### src/rtl/veririsc_sequencer.sv
// VeriRISC multi-cycle sequencer: 8-phase instruction cycle with memory wait-state stretching and timeout halt.
// Optional retired-instruction counter enabled by defining VERIRISC_SEQ_INSTR_COUNT_EN.
module veririsc_sequencer #(
  parameter int MEM_WAIT_MAX = 15,
  parameter int CNT_W        = 16
) (
  input  logic             clk,
  input  logic             rst,
  input  logic [2:0]       opcode,
  input  logic             zero,
  input  logic             mem_ready,
  output logic             sel,
  output logic             rd,
  output logic             ld_ir,
  output logic             inc_pc,
  output logic             ld_pc,
  output logic             ld_ac,
  output logic             wr,
  output logic             data_e,
  output logic [2:0]       alu_op,
  output logic             alu_a_zero,
  output logic             halt,
  output logic             bus_error,
  output logic [2:0]       phase,
  output logic [CNT_W-1:0] instr_count
);

  typedef enum logic [2:0] {
    INST_ADDR  = 3'd0,
    INST_FETCH = 3'd1,
    INST_LOAD  = 3'd2,
    IDLE       = 3'd3,
    OP_ADDR    = 3'd4,
    OP_FETCH   = 3'd5,
    ALU_OP     = 3'd6,
    STORE      = 3'd7
  } phase_e;

  typedef enum logic [2:0] {
    OP_HLT = 3'd0,
    OP_SKZ = 3'd1,
    OP_ADD = 3'd2,
    OP_AND = 3'd3,
    OP_XOR = 3'd4,
    OP_LDA = 3'd5,
    OP_STO = 3'd6,
    OP_JMP = 3'd7
  } opcode_e;

  localparam logic [7:0] WAIT_LIMIT = 8'(MEM_WAIT_MAX);

  phase_e     state;
  logic       halted;
  logic       bus_err_q;
  logic [7:0] wait_cnt;

  opcode_e op;
  logic    aluop;
  logic    stall_phase;
  logic    take_hlt;

  assign op = opcode_e'(opcode);

  always_comb begin
    aluop       = (op == OP_ADD) || (op == OP_AND) || (op == OP_XOR) || (op == OP_LDA);
    // Only ALU-class instructions read memory in OP_FETCH, so only they can stall there.
    stall_phase = !halted && ((state == INST_FETCH) || ((state == OP_FETCH) && aluop));
    take_hlt    = !halted && (state == OP_ADDR) && (op == OP_HLT);
  end

  // NOTE: sequential state uses non-blocking assignments so every flop samples pre-edge values.
  always_ff @(posedge clk or posedge rst) begin
    if (rst) begin
      state     <= INST_ADDR;
      halted    <= 1'b0;
      bus_err_q <= 1'b0;
      wait_cnt  <= 8'd0;
    end else if (!halted) begin
      if (stall_phase) begin
        // A ready on the limit edge still wins over the timeout.
        if (mem_ready) begin
          state    <= phase_e'(state + 3'd1);
          wait_cnt <= 8'd0;
        end else if (wait_cnt == WAIT_LIMIT) begin
          bus_err_q <= 1'b1;
          halted    <= 1'b1;
        end else begin
          wait_cnt <= wait_cnt + 8'd1;
        end
      end else if (take_hlt) begin
        halted <= 1'b1;
      end else begin
        state <= phase_e'(state + 3'd1);
      end
    end
  end

`ifdef VERIRISC_SEQ_INSTR_COUNT_EN
  logic             retire;
  logic [CNT_W-1:0] count_q;

  assign retire = take_hlt || (!halted && (state == STORE));

  always_ff @(posedge clk or posedge rst) begin
    if (rst) begin
      count_q <= '0;
    end else if (retire) begin
      count_q <= count_q + CNT_W'(1);
    end
  end

  assign instr_count = count_q;
`else
  assign instr_count = '0;
`endif

  // NOTE: every output gets a default before the case so no latch is inferred.
  always_comb begin
    sel        = 1'b0;
    rd         = 1'b0;
    ld_ir      = 1'b0;
    inc_pc     = 1'b0;
    ld_pc      = 1'b0;
    ld_ac      = 1'b0;
    wr         = 1'b0;
    data_e     = 1'b0;
    alu_op     = 3'b000;
    alu_a_zero = 1'b0;
    if (halted) begin
      sel = 1'b1;
    end else begin
      unique case (state)
        INST_ADDR: sel = 1'b1;
        INST_FETCH: begin
          sel = 1'b1;
          rd  = 1'b1;
        end
        INST_LOAD, IDLE: begin
          sel   = 1'b1;
          rd    = 1'b1;
          ld_ir = 1'b1;
        end
        OP_ADDR: inc_pc = 1'b1;
        OP_FETCH: rd = aluop;
        ALU_OP: begin
          rd     = aluop;
          inc_pc = (op == OP_SKZ) && zero;
          ld_pc  = (op == OP_JMP);
          data_e = (op == OP_STO);
        end
        STORE: begin
          rd     = aluop;
          ld_ac  = aluop;
          ld_pc  = (op == OP_JMP);
          wr     = (op == OP_STO);
          data_e = (op == OP_STO);
        end
        default: sel = 1'b1;
      endcase

      if (state >= OP_FETCH) begin
        unique case (op)
          OP_AND:  alu_op = 3'b010;
          OP_XOR:  alu_op = 3'b100;
          OP_LDA: begin
            alu_op     = 3'b011;
            alu_a_zero = 1'b1;
          end
          default: alu_op = 3'b000;
        endcase
      end
    end
  end

  assign halt      = halted;
  assign bus_error = bus_err_q;
  assign phase     = state;

endmodule

### config.mk
export PLATFORM = sky130hd
export DESIGN_NAME = veririsc_sequencer
export DESIGN_NICKNAME = d
export VERILOG_FILES = /design/src/rtl/veririsc_sequencer.sv
export SDC_FILE = /design/constraint.sdc
export NUM_CORES = 1
export LEC_CHECK = 0
export ABC_AREA = 1
export CAP_MARGIN = 20
export CORE_ASPECT_RATIO = 0.7
export CORE_MARGIN = 2
export CORE_UTILIZATION = 40
export DETAILED_ROUTE_END_ITERATION = 10
export PLACE_DENSITY = 0.83
export SLEW_MARGIN = 20
export SYNTH_ARGS = -nofsm -noshare
export SYNTH_HDL_FRONTEND = slang
export SYNTH_SLANG_ARGS = --single-unit
### constraint.sdc
create_clock -name clk -period 1.7 [get_ports clk]
set_clock_uncertainty 0.05 [all_clocks]
set_input_delay 0.425 -clock clk [delete_from_list [all_inputs] [get_ports clk]]
set_output_delay 0.425 -clock clk [all_outputs]
set_load 0.05 [all_outputs]
Word level (Yosys, flattened, before mapping)
Index checks and enable logic that the tools add are counted.

Register bits after elaboration: 13. Output and inout bits: 33. Word-level logic and storage cells: 79.

Add/sub/neg operators: 2. Magnitude comparators: 1. Eq/ne operators: 18. Multiplexer cells: 32. Bitwise logic cells: 2. Reductions and logical operators: 20.

Operators by type and width (number): equality test 3 bit (second input constant) (8); 2-to-1 mux 1 bit (22); 2-to-1 mux 8 bit (2); 2-to-1 mux 3 bit (5); equality test 3 x 2 -> 1 bit (second input constant) (4); case mux 3 bit (3 select lines) (1); adder 8 x 1 -> 8 bit (second input constant) (1); equality test 8 x 4 -> 1 bit (second input constant) (1); equality test 3 x 1 -> 1 bit (second input constant) (2); zero test 3 bit (2); inequality test 2 bit (second input constant) (3); AND reduction 3 bit (2); OR reduction 3 bit (2); logical AND 1 bit (5); logical OR 1 bit (4); case mux 1 bit (2 select lines) (2); AND reduction 4 bit (1); OR reduction 2 bit (2); OR reduction 4 bit (1); adder 3 x 1 -> 3 bit (second input constant) (1); greater-or-equal comparator 3 bit (second input constant) (1); inverter 1 bit (2); zero test 1 bit (1).

Logic depth before layout (Yosys ltp)
Word-level depth: 9. Gate-level depth with buffers: 8. Gate-level depth less buffers: 8.

Worst setup path after synthesis
No wires, ideal clock.

Path type: register to output. From: register state[1] (netlist: phase[1]). To: output ld_pc. Arrival: 2.692 ns. Data required time: 1.225 ns. Setup slack: -1.467 ns. Stages on the path, launching flop included: 7. Path through: dfrtp_1 > ha_1 > ha_1 > inv_1 > nand2_1 > inv_1 > nor4_1.

Longest elaborated chain between the ends: 4. Elaborated cells between the ends (all ways): 5.

RTL lines: start, declared (line 52) `phase_e state;`; start signal, assigned (line 82) `state <= phase_e'(state + 3'd1);`; start signal, assigned (line 93) `state <= phase_e'(state + 3'd1);`; equality test 3 bit (line 132) `unique case (state)`; OR reduction 2 bit (no line) *; 2-to-1 mux 1 bit *; 2-to-1 mux 1 bit * (line 129) `if (halted) begin`; end, declared (line 16) `output logic ld_pc,`.

Every way passes the cells marked *; elsewhere a longest branch is shown, timed or not.

Final worst setup path
From: register state[0] (netlist: phase[0]). To: output sel.

Longest elaborated chain between the ends: 4. Elaborated cells between the ends (all ways): 7.

RTL lines: equality test 3 x 1 -> 1 bit (tied with other cells) (line 132); OR reduction 4 bit (no line) *; 2-to-1 mux 1 bit * (line 132); 2-to-1 mux 1 bit * (line 129); end, declared (line 12) `output logic sel,`.

Marks and branches as above.

==> results.tsv <==
stage	metric	value	unit
status	status	finished with violations	
status	violations	negative setup slack	
layout	n_antenna_cell	0	
layout	area_growth	85.9	%
layout	stdcell_count	257	
setup_path	critPathArrivalTime	1.79	ns
setup_path	cpMaxStageDelayCell	dfrtp_4	
setup_path	cp_num_buf_inv	1	
power	power.total	741	uW
power	power_density	346	nW/um^2
drt	num_vias	1355	
place	dp_hpwl	2.47	mm
setup_path	worst_path_dominant_cell_family	flip-flops	
clock_tree	cts.clk_slew.worst_paths	0.06	ns
layout	final_layout_size_suffix_gt1_share	54.3	%
run	maxCapViolations	0	
timing	setup_viol	12	
drt	routed_wl	4.27	mm
hold_path	holdCritPathClass	input pin to async pin	
place	placed_cells	247	
drt	dr.first_iter.drc_count	108	
drt	ant_nets	0	
floorplan	die_y	48.9	um
floorplan	initial_core_util	41.8	%
floorplan	coreArea	2760	um^2
power	clockPowerShare	38.5	%
setup_path	end_kind	primary output	
timing	worst_pin_slew	0.519	ns
drt	drt_pass1_iterations	5	
global_route	grt_use_total	26.1	%
logic_synthesis	synthArstFlopShare	100	%
layout	num-nets-final	236	
clock_tree	ctsHoldBuffers	0	
logic_synthesis	yosysSeqAreaShare	28.2	%
power	swShare	32.6	%
logic_synthesis	synth_top_area_cell	dfrtp_1	
timing	fin_crit_sh	133	%
timing	setup_tns	-4.80	ns
setup_path	cp_slowest_stage_delay	0.52	ns
layout	fin_util	77.6	%
drt	viasPerCell	5.27	
timing	slew_headroom	65.3	%
clock_tree	cts_tree	done	
setup_path	crit_top_cell	ha_4	
timing	fin_ws	-0.568	ns
setup_path	path_class	flip-flop to primary output	
logic_synthesis	syn_area	1150	um^2
clock_tree	cts_buffers	3	
setup_path	path_cells	ha_4 -> ha_4 -> a21oi_4 -> o21a_1 -> nand2_2 -> buf_6	
setup_path	crit_path_max_fanout	5	
logic_synthesis	synth_common_cells	nand2_1 (39), inv_1 (27), buf_4 (17), nand3_1 (17), dfrtp_1 (13)	
logic_synthesis	synthCells	166	
global_route	grt_pass1_vias	1293	
logic_synthesis	avgSynthCellArea	6.95	um^2
clock_tree	h-tree-depth	1	
global_route	grt_pass1_wl	6.42	mm
layout	n_fill_cell	165	
global_route	grt_start_max_net_pins	14	
timing	rsz0062_at_grt	yes	
power	comb_power_share	19.7	%
logic_synthesis	synth_ff_type	dfrtp_1	
clock_tree	cts.sinks	13	
logic_synthesis	ys_ff_latch	13	
setup_path	startpoint_type	flip-flop	
global_route	antenna_found_initial	0	
place	place_congestion	0.948	
drt	drcViolationCount	0	
logic_synthesis	synth_cell_types	27	
floorplan	die_x	68.2	um
place	dpl_worst_slack	-0.538	ns
clock_tree	clockBufferDepth	2	
clock_tree	clock_latency	0.25	ns
power	switchingPower	242	uW
logic_synthesis	synth_edf_count	0	
logic_synthesis	synth_top_area_share	28.2	%
floorplan	pin_count	40	
power	max-vdd-ir-drop	0.398	mV
clock_tree	cts_root_buffer	clkbuf_8	
place	numPortBuffers	23	
power	internal_power	499	uW
setup_path	required	1.22	ns
logic_synthesis	synth.most_common_cell	nand2_1	
floorplan	die_area	3340	um^2
global_route	grt-ovfl-total	0	
timing	fmax	0.441	GHz
power	power.leakage	0.00101	uW
timing	finalMaxSlewViolations	0	
power	p_seq_share	41.8	%
timing	finalHoldViolCount	0	
logic_synthesis	synthTopCellsByArea	dfrtp_1 (28%), nand2_1 (13%), buf_4 (11%), inv_1 (8.8%), ha_1 (7.6%)	
logic_synthesis	ys.warnings.count	0	
drt	post_drt_wl_per_cell	16.6	um
floorplan	num_rows	16	
timing	layout_min_cycle_time	2.27	ns
[worst paths after layout]
path                                       startpoint                 endpoint  slack, ns  cells past startpoint
worst max-delay path             phase[0]$_DFFE_PP0P_                      sel      -0.57                      6
worst min-delay path                              rst  wait_cnt[7]$_DFFE_PP0P_       0.46                      2
worst max register to register   phase[0]$_DFFE_PP0P_  wait_cnt[3]$_DFFE_PP0P_          0                     10
worst min register to register  bus_error$_DFFE_PP0P_    bus_error$_DFFE_PP0P_       0.49                      2
max in group asynchronous                         rst     phase[1]$_DFFE_PP0P_       0.75                      2
min in group clk                bus_error$_DFFE_PP0P_    bus_error$_DFFE_PP0P_       0.49                      2
[kinds of logic (layout without fill, tap and decap cells)]
kind of cell | count (synthesis) | in the layout | share of synthesized area, %
simple gates | 80 | 81 | 32.8
buf+inv | 48 | 87 | 22.0
compound gates | 15 | 15 | 7.59
flops | 13 | 13 | 28.2
fa+ha+maj | 7 | 7 | 7.59
xor+xnor | 2 | 2 | 1.52
other cells | 1 | 16 | 0.325
[final cells by class]
cell class / instances / area [um^2] / share of cell area (%)
well taps: 36 / 45.0 / 2.10
flip-flops and latches: 13 / 335 / 15.6
repair buffers: 55 / 656 / 30.6
inverters: 28 / 113 / 5.25
clock inverters: 1 / 5.00 / 0.233
multi-input cells: 121 / 950 / 44.3
clock buffers: 3 / 41.3 / 1.93
[what timing repair did]
| item | CTS | global route |
|---|---|---|
| resized for setup | 32 | 31 |
| buffers inserted | 4 | 1 |
| setup endpoints to repair | 23 | 23 |
| gates cloned | 1 | 0 |
| pin swaps | 11 | 12 |
[sequential cells by signal, indices dropped and copies added (netlist names)]
name / count
bus_error: 1
halt: 1
phase: 3
wait_cnt: 8
[stage by stage]
step	hold slack [ns]	area, um^2
2_1_floorplan	0.252	1390
3_3_place_gp	0.461	1860
6_report	0.462	2140
5_1_grt	0.507	2140
3_5_place_dp	0.482	1860
4_1_cts	0.468	2050
[per-layer routing]
metal  vias up  wire (um)  GRT usage [%]
met5         -          0              0
met4         0        183           9.00
met3        22        307           5.77
met2        91       2170           43.5
met1       638       1610           32.7
li1        604          -              -
[layout by cell type (no fill, tap or decap), types with 2 or more instances in the layout]
cell / n
nand2_2: 12
or2_2: 2
inv_4: 3
o21ai_0: 2
nor2_4: 2
nand3_2: 3
a21oi_4: 3
nand4_2: 2
buf_12: 15
inv_2: 9
clkbuf_8: 3
nand3_4: 3
clkdlybuf4s50_1: 3
nand2_4: 3
o21ai_1: 3
dfrtp_1: 9
nand4_1: 3
dfrtp_2: 2
conb_1: 16
buf_6: 12
inv_1: 16
dfrtp_4: 2
buf_4: 22
nor2_1: 5
nand3_1: 13
nor3_4: 5
o21ai_2: 4
nand2_1: 25
ha_4: 6
[power groups by stage]
stage,logic [uW],clock network (uW),registers (uW)
floorplan,128,0,315
global placement,135,0,315
detailed placement,137,0,315
CTS,138,282,309
global route,153,303,309
finish,146,286,309
Note: power is estimated with default switching activity, not from simulation.
